--- src/rtl/victim_cache_pkg.sv ---
// Shared types for the victim cache: line/tag types, index width, FSM states.
// Imported by the interface, the LRU tracker and the top.
package victim_cache_pkg;

    typedef logic [15:0]  lc3b_word;
    typedef logic [127:0] lc3b_cacheline;
    typedef logic [11:0]  lc3b_vc_tag;

    function automatic int vc_index_w(input int ways);
        return (ways > 1) ? $clog2(ways) : 1;
    endfunction

    typedef enum logic [2:0] {
        VC_IDLE,
        VC_WB_DRAIN,
        VC_VC_WB,
        VC_MISS_READ,
        VC_RESPOND
    } vc_state_e;

endpackage

--- src/rtl/victim_cache_if.sv ---
// L1-facing and pmem-facing bus of the victim cache.
// slave = the victim cache itself, master = the L1 + memory environment.
interface victim_cache_if;
    import victim_cache_pkg::*;

    logic          l1_read;
    logic          l1_write;
    logic          eviction;
    lc3b_word      l1_address;
    lc3b_cacheline l1_wdata;
    logic          l1_resp;
    lc3b_cacheline l1_rdata;
    logic          pmem_read;
    logic          pmem_write;
    lc3b_word      pmem_address;
    lc3b_cacheline pmem_wdata;
    lc3b_cacheline pmem_rdata;
    logic          pmem_resp;

    modport slave (
        input  l1_read, l1_write, eviction, l1_address, l1_wdata,
        input  pmem_rdata, pmem_resp,
        output l1_resp, l1_rdata,
        output pmem_read, pmem_write, pmem_address, pmem_wdata
    );

    modport master (
        output l1_read, l1_write, eviction, l1_address, l1_wdata,
        output pmem_rdata, pmem_resp,
        input  l1_resp, l1_rdata,
        input  pmem_read, pmem_write, pmem_address, pmem_wdata
    );

endinterface

--- src/rtl/victim_cache_lru.sv ---
// True-LRU over WAYS entries using age counters (0 = MRU, WAYS-1 = LRU).
// Reset order makes entry 0 the LRU.
module victim_lru
    import victim_cache_pkg::*;
#(
    parameter int WAYS = 4,
    parameter int IW   = vc_index_w(WAYS)
) (
    input  logic          clk,
    input  logic          rst_n,
    input  logic          touch_en,
    input  logic [IW-1:0] touch_idx,
    output logic [IW-1:0] lru_idx
);

    logic [IW-1:0] age_q [WAYS];
    logic [IW-1:0] age_d [WAYS];

    always_comb begin
        age_d = age_q;
        if (touch_en) begin
            for (int i = 0; i < WAYS; i++) begin
                if (age_q[i] < age_q[touch_idx]) begin
                    age_d[i] = age_q[i] + 1'b1;
                end
            end
            age_d[touch_idx] = '0;
        end
    end

    always_comb begin
        lru_idx = '0;
        for (int i = 0; i < WAYS; i++) begin
            if (age_q[i] == IW'(WAYS - 1)) begin
                lru_idx = IW'(i);
            end
        end
    end

    always_ff @(posedge clk or negedge rst_n) begin
        if (!rst_n) begin
            for (int i = 0; i < WAYS; i++) begin
                age_q[i] <= IW'(WAYS - 1 - i);
            end
        end else begin
            age_q <= age_d;
        end
    end

endmodule

--- src/rtl/victim_cache.sv ---
// Fully-associative victim cache between the L1 controller and pmem.
// Swap-on-hit reads, clean/dirty victim absorption, one-line holding buffer.
module victim_cache
    import victim_cache_pkg::*;
#(
    parameter int WAYS = 4
) (
    input  logic           clk,
    input  logic           rst_n,
    victim_cache_if.slave  bus
);

    localparam int IW = vc_index_w(WAYS);

    vc_state_e     state_q, state_d;
    logic [WAYS-1:0] valid_q, valid_d;
    logic [WAYS-1:0] dirty_q, dirty_d;
    lc3b_vc_tag    tag_q  [WAYS];
    lc3b_vc_tag    tag_d  [WAYS];
    lc3b_cacheline data_q [WAYS];
    lc3b_cacheline data_d [WAYS];
    logic          hb_valid_q, hb_valid_d;
    lc3b_vc_tag    hb_tag_q, hb_tag_d;
    lc3b_cacheline hb_data_q, hb_data_d;
    lc3b_cacheline line_q, line_d;
    logic [IW-1:0] wb_idx_q, wb_idx_d;

    lc3b_vc_tag    req_tag;
    logic          hit, free;
    logic [IW-1:0] hit_idx, free_idx, lru_idx, tgt_idx;
    logic          tgt_dirty;
    logic          clean_ev, dirty_ev;
    logic          ins_en, ins_dirty;

    assign req_tag  = bus.l1_address[15:4];
    assign clean_ev = bus.eviction & ~bus.l1_write;
    assign dirty_ev = bus.eviction & bus.l1_write;

    always_comb begin
        hit      = 1'b0;
        hit_idx  = '0;
        free     = 1'b0;
        free_idx = '0;
        for (int i = WAYS - 1; i >= 0; i--) begin
            if (!valid_q[i]) begin
                free     = 1'b1;
                free_idx = IW'(i);
            end
        end
        for (int i = 0; i < WAYS; i++) begin
            if (valid_q[i] && tag_q[i] == req_tag) begin
                hit     = 1'b1;
                hit_idx = IW'(i);
            end
        end
    end

    // Slot choice: tag match, then lowest free slot, then LRU.
    assign tgt_idx   = hit ? hit_idx : (free ? free_idx : lru_idx);
    assign tgt_dirty = valid_q[tgt_idx] & dirty_q[tgt_idx];

    victim_lru #(.WAYS(WAYS), .IW(IW)) u_lru (
        .clk       (clk),
        .rst_n     (rst_n),
        .touch_en  (ins_en),
        .touch_idx (tgt_idx),
        .lru_idx   (lru_idx)
    );

    always_comb begin
        state_d          = state_q;
        valid_d          = valid_q;
        dirty_d          = dirty_q;
        tag_d            = tag_q;
        data_d           = data_q;
        hb_valid_d       = hb_valid_q;
        hb_tag_d         = hb_tag_q;
        hb_data_d        = hb_data_q;
        line_d           = line_q;
        wb_idx_d         = wb_idx_q;
        ins_en           = 1'b0;
        ins_dirty        = 1'b0;
        bus.l1_resp      = 1'b0;
        bus.l1_rdata     = '0;
        bus.pmem_read    = 1'b0;
        bus.pmem_write   = 1'b0;
        bus.pmem_address = '0;
        bus.pmem_wdata   = '0;

        unique case (state_q)
            VC_IDLE: begin
                priority case (1'b1)
                    clean_ev: begin
                        ins_en = 1'b1;
                        if (tgt_dirty) begin
                            hb_valid_d = 1'b1;
                            hb_tag_d   = tag_q[tgt_idx];
                            hb_data_d  = data_q[tgt_idx];
                            state_d    = VC_WB_DRAIN;
                        end
                    end
                    dirty_ev: begin
                        if (tgt_dirty) begin
                            wb_idx_d = tgt_idx;
                            state_d  = VC_VC_WB;
                        end else begin
                            ins_en      = 1'b1;
                            ins_dirty   = 1'b1;
                            bus.l1_resp = 1'b1;
                        end
                    end
                    (bus.l1_read && !hb_valid_q): begin
                        if (hit) begin
                            bus.l1_resp      = 1'b1;
                            bus.l1_rdata     = data_q[hit_idx];
                            valid_d[hit_idx] = 1'b0;
                            dirty_d[hit_idx] = 1'b0;
                        end else begin
                            state_d = VC_MISS_READ;
                        end
                    end
                    default: ;
                endcase
            end
            VC_WB_DRAIN: begin
                bus.pmem_write   = 1'b1;
                bus.pmem_address = {hb_tag_q, 4'h0};
                bus.pmem_wdata   = hb_data_q;
                if (bus.pmem_resp) begin
                    hb_valid_d = 1'b0;
                    state_d    = VC_IDLE;
                end
            end
            VC_VC_WB: begin
                bus.pmem_write   = 1'b1;
                bus.pmem_address = {tag_q[wb_idx_q], 4'h0};
                bus.pmem_wdata   = data_q[wb_idx_q];
                if (bus.pmem_resp) begin
                    dirty_d[wb_idx_q] = 1'b0;
                    state_d           = VC_IDLE;
                end
            end
            VC_MISS_READ: begin
                bus.pmem_read    = 1'b1;
                bus.pmem_address = {req_tag, 4'h0};
                if (bus.pmem_resp) begin
                    line_d  = bus.pmem_rdata;
                    state_d = VC_RESPOND;
                end
            end
            VC_RESPOND: begin
                bus.l1_resp  = 1'b1;
                bus.l1_rdata = line_q;
                state_d      = VC_IDLE;
            end
            default: state_d = VC_IDLE;
        endcase

        if (ins_en) begin
            valid_d[tgt_idx] = 1'b1;
            dirty_d[tgt_idx] = ins_dirty;
            tag_d[tgt_idx]   = req_tag;
            data_d[tgt_idx]  = bus.l1_wdata;
        end
    end

    always_ff @(posedge clk or negedge rst_n) begin
        if (!rst_n) begin
            state_q    <= VC_IDLE;
            valid_q    <= '0;
            dirty_q    <= '0;
            hb_valid_q <= 1'b0;
            hb_tag_q   <= '0;
            hb_data_q  <= '0;
            line_q     <= '0;
            wb_idx_q   <= '0;
            for (int i = 0; i < WAYS; i++) begin
                tag_q[i]  <= '0;
                data_q[i] <= '0;
            end
        end else begin
            state_q    <= state_d;
            valid_q    <= valid_d;
            dirty_q    <= dirty_d;
            hb_valid_q <= hb_valid_d;
            hb_tag_q   <= hb_tag_d;
            hb_data_q  <= hb_data_d;
            line_q     <= line_d;
            wb_idx_q   <= wb_idx_d;
            tag_q      <= tag_d;
            data_q     <= data_d;
        end
    end

    clean_ev_in_idle_a: assert property (@(posedge clk) disable iff (!rst_n)
        (state_q != VC_IDLE) |-> !clean_ev);

    pmem_excl_a: assert property (@(posedge clk) disable iff (!rst_n)
        !(bus.pmem_read && bus.pmem_write));

endmodule

--- src/flat_wrapper.sv ---
// flat-port wrapper written by rule: the top's interface ports become plain ports
module victim_cache_flat import victim_cache_pkg::*;
#(
    parameter int WAYS = 4
)
  (clk, rst_n, bus_l1_read, bus_l1_write, bus_eviction, bus_l1_address, bus_l1_wdata, bus_pmem_rdata, bus_pmem_resp, bus_l1_resp, bus_l1_rdata, bus_pmem_read, bus_pmem_write, bus_pmem_address, bus_pmem_wdata);
  victim_cache_if bus_i ();
  input  logic clk;
  input  logic rst_n;
  input wire logic [$bits(bus_i.l1_read)-1:0] bus_l1_read;
  input wire logic [$bits(bus_i.l1_write)-1:0] bus_l1_write;
  input wire logic [$bits(bus_i.eviction)-1:0] bus_eviction;
  input wire logic [$bits(bus_i.l1_address)-1:0] bus_l1_address;
  input wire logic [$bits(bus_i.l1_wdata)-1:0] bus_l1_wdata;
  input wire logic [$bits(bus_i.pmem_rdata)-1:0] bus_pmem_rdata;
  input wire logic [$bits(bus_i.pmem_resp)-1:0] bus_pmem_resp;
  output wire logic [$bits(bus_i.l1_resp)-1:0] bus_l1_resp;
  output wire logic [$bits(bus_i.l1_rdata)-1:0] bus_l1_rdata;
  output wire logic [$bits(bus_i.pmem_read)-1:0] bus_pmem_read;
  output wire logic [$bits(bus_i.pmem_write)-1:0] bus_pmem_write;
  output wire logic [$bits(bus_i.pmem_address)-1:0] bus_pmem_address;
  output wire logic [$bits(bus_i.pmem_wdata)-1:0] bus_pmem_wdata;
  assign bus_i.l1_read = bus_l1_read;
  assign bus_i.l1_write = bus_l1_write;
  assign bus_i.eviction = bus_eviction;
  assign bus_i.l1_address = bus_l1_address;
  assign bus_i.l1_wdata = bus_l1_wdata;
  assign bus_i.pmem_rdata = bus_pmem_rdata;
  assign bus_i.pmem_resp = bus_pmem_resp;
  assign bus_l1_resp = bus_i.l1_resp;
  assign bus_l1_rdata = bus_i.l1_rdata;
  assign bus_pmem_read = bus_i.pmem_read;
  assign bus_pmem_write = bus_i.pmem_write;
  assign bus_pmem_address = bus_i.pmem_address;
  assign bus_pmem_wdata = bus_i.pmem_wdata;
  victim_cache #(.WAYS(WAYS)) u_core (.clk(clk), .rst_n(rst_n), .bus(bus_i));
endmodule
--- config.mk ---
export PLATFORM = sky130hd
export DESIGN_NAME = victim_cache_flat
export DESIGN_NICKNAME = d
export VERILOG_FILES = /design/src/rtl/victim_cache_pkg.sv /design/src/rtl/victim_cache_if.sv /design/src/rtl/victim_cache_lru.sv /design/src/rtl/victim_cache.sv /design/src/flat_wrapper.sv
export SDC_FILE = /design/constraint.sdc
export NUM_CORES = 2
export LEC_CHECK = 0
export CAP_MARGIN = 20
export CORE_MARGIN = 4
export CORE_UTILIZATION = 40
export DETAILED_ROUTE_END_ITERATION = 10
export PLACE_DENSITY = 0.67
export SYNTH_ARGS = -nofsm -noshare
export SYNTH_HDL_FRONTEND = slang
export SYNTH_HIERARCHICAL = 1
export SYNTH_SLANG_ARGS = --single-unit
--- constraint.sdc ---
create_clock -name clk -period 10.2 [get_ports clk]
set_input_delay 2.04 -clock clk [delete_from_list [all_inputs] [get_ports clk]]
set_output_delay 2.04 -clock clk [all_outputs]
set_load 0.05 [all_outputs]
==> impl_metrics.csv <==
group,metric,value,unit
clock_tree,cts-root-buf,"clkbuf_16",
clock_tree,cts_made_buffers,97,
synthesis,ys_seq_elements,850,
detailed_routing,dr_total_vias,37300,
global_route,grt_max_degree,146,
detailed_routing,wl_per_cell,24.3,um
setup_path,required,8160,ps
timing,post-route-min-period,8610,ps
detailed_routing,routed_wl,153,mm
detailed_routing,drt-vias-per-instance,5.95,
timing,hold_viol,0,
placed_design,dp_slack,1580,ps
detailed_routing,drtIter0Drc,3138,
finish,final_cell_mix,"dfrtp_1 (844), nand2_1 (828), mux2_2 (586)",
synthesis,synth-edff-count,0,
timing,hold_ws,490,ps
timing,slew_headroom,30.5,%
clock_tree,insertion_delay,670,ps
clock_tree,cts.clk_slew.worst_paths,50,ps
setup_path,crit_fanout,87,
global_route,grt.total_usage,24.5,%
die,die_w,350,um
finish,final_area,0.0564,mm2
power_and_ir_drop,seqPwrFrac,29.9,%
global_route,grt_pass1_vias,38000,
global_route,grt_overflow,0,
synthesis,avgSynthCellArea,10.8,um2
setup_path,worstSetupPathType,"in2out",
power_and_ir_drop,leakage,22.9,nW
synthesis,ys.flop_type,"dfrtp_1",
clock_tree,cts_setup_buffers,0,
detailed_routing,final_antenna_net_count,0,
global_route,antenna_found_initial,20,
die,rows,125,
power_and_ir_drop,p_per_area,392,mW/mm2
synthesis,ys_seq_area_share,45.5,%
min_path,holdCritPathClass,"reg2reg",
die,dieArea,0.122,mm2
synthesis,syn_inst,4339,
timing,setup_ws,1590,ps
synthesis,synth.distinct_cells,72,
placed_design,place_congestion,0.802,
placed_design,io_buffers,544,
power_and_ir_drop,clkPwrFrac,16.0,%
placed_design,dpl.hpwl,88.1,mm
power_and_ir_drop,combPwrFrac,54.1,%
setup_path,critPathLaunchType,"input port",
power_and_ir_drop,peakVddDrop,0.637,mV
timing,skew,21.4,ps
finish,final_cells,6274,
power_and_ir_drop,p_sw,9.68,mW
placed_design,placed_cells,6086,
timing,tightest_slew,1040,ps
clock_tree,htree_levels,3,
synthesis,netlist_area,0.0468,mm2
setup_path,worstSetupEndpointType,"output port",
global_route,grt_pass1_wl,234,mm
synthesis,async_flop_share,100,%
power_and_ir_drop,total_power,22.1,mW
detailed_routing,drc,0,
timing,tns,0,ps
finish,layout-drive-gt1-share,20.5,%
die,io_pins,553,
synthesis,yosysWarnings,6,
power_and_ir_drop,power.share.switching,43.7,%
die,die_h,350,um
finish,finalNetCount,4947,
run_status,outcome,"finished, final reports clean",
finish,final.fill_count,10400,
timing,rsz0062_at_grt,"false",
finish,post-route-util,48.6,%
clock_tree,cts_hold_buf,0,
finish,layout_commonest_cell,"dfrtp_1",
timing,fmax,116,MHz
clock_tree,cts.path.max_buffers,3,
timing,fin_crit_sh,84.4,%
timing,drv_slew,0,
power_and_ir_drop,intPower,12.4,mW
clock_tree,cts_tree,"built",
die,core,0.116,mm2
finish,area_growth,20.6,%
timing,finalSetupViolCount,0,
die,start_util,40.3,%
clock_tree,cts_sinks,850,
clock_tree,cts_resized,0,
job,maxCapViolCount,0,
setup_path,crit_arrival,6570,ps
placed_design,placed_area,0.0531,mm2
detailed_routing,drtPass1Iterations,5,
-- power by group through the flow --
stage                     sequential (mW)  combinational [mW]  clock, mW
after floorplan                      6.14                8.98          0
after global placement               6.54                11.7          0
after detailed placement             6.64                11.9          0
after CTS                            6.59                12.0       3.61
after global routing                 6.87                12.9       3.75
final                                6.62                12.0       3.53
-- path summary, 6_finish.rpt --
kind | start | to | slack (ps) | cells past startpoint
max | bus_l1_address[10] | bus_l1_resp | 1590 | 11
min in group asynchronous | rst_n | u_core/data_q[204] | 1350 | 1
min reg2reg | u_core/hb_data_q[126] | u_core/hb_data_q[126] | 490 | 1
min | u_core/hb_data_q[126] | u_core/hb_data_q[126] | 490 | 1
max reg2reg | u_core/tag_q[18] | u_core/u_lru/age_q[3] | 4680 | 14
max in group asynchronous | rst_n | u_core/data_q[170] | 6670 | 3
-- sequential cells by signal, indices dropped and copies added, names as in the netlist --
| signal | count |
|---|---|
| u_core/dirty_q | 4 |
| u_core/u_lru/age_q | 8 |
| u_core/hb_data_q | 128 |
| u_core/wb_idx_q | 2 |
| u_core/hb_valid_q | 1 |
| u_core/valid_q | 4 |
| u_core/line_q | 128 |
| u_core/state_q | 3 |
| u_core/hb_tag_q | 12 |
| u_core/tag_q | 48 |
| u_core/data_q | 512 |
-- per-layer routing --
layer | vias to the layer above | track usage [%] | part of all wire [%]
met1 | 19100 | 31.7 | 41
met3 | 311 | 5.03 | 7.4
li1 | 16300 | - | -
met5 | - | 0 | 0.056
met2 | 1551 | 41.0 | 48
met4 | 12 | 8.64 | 3.2
-- logic make-up (layout without fill, tap and decap cells) --
family,Yosys count,in the layout,share of synthesized area (%)
compound gates,727,727,9.96
mux,990,990,27.2
other cells,1,18,0.00802
buf+inv,402,796,4.08
fa+ha+maj,7,7,0.187
xor+xnor,49,49,0.918
simple gates,1313,1313,12.1
flops,850,850,45.5
-- cells in the mapped netlist (31+ instances only) --
| cell | number | share of area, % |
|---|---|---|
| a21oi_1 | 136 | 1.5 |
| a22o_1 | 129 | 2.4 |
| a31oi_1 | 272 | 3.6 |
| and3_1 | 142 | 1.9 |
| buf_1 | 31 | 0.25 |
| buf_2 | 52 | 0.56 |
| clkbuf_1 | 247 | 2.0 |
| dfrtp_1 | 846 | 45 |
| mux2_1 | 257 | 6.2 |
| mux2_2 | 586 | 14 |
| mux4_2 | 141 | 6.8 |
| nand2_1 | 828 | 6.6 |
| nand3_1 | 138 | 1.5 |
| nor2_1 | 149 | 1.2 |
| o21ai_0 | 129 | 1.4 |
| xnor2_1 | 37 | 0.69 |
-- layout make-up --
type                    instances  area, um2  share of cell area, %
multi-input cells            3090      23700                   42.0
flip-flops and latches        850      21300                   37.7
repair buffers                606       6200                   11.0
clock buffers                 153       3040                   5.38
well taps                    1524       1910                   3.38
clock inverters                20        184                  0.326
inverters                      17       76.3                  0.135
diodes                         14       35.0                 0.0621
-- worst max-delay path, stage by stage --
cell and delay [ps]:
clkdlybuf4s50_1 630, xnor2_1 290, nand4_1 270, or4_4 870, o311a_4 280, inv_8 420, mux2i_1 300, mux2i_1 120
a211oi_1 290, o31a_1 230, clkdlybuf4s50_1 820
Power figures use the tool's default switching activity.
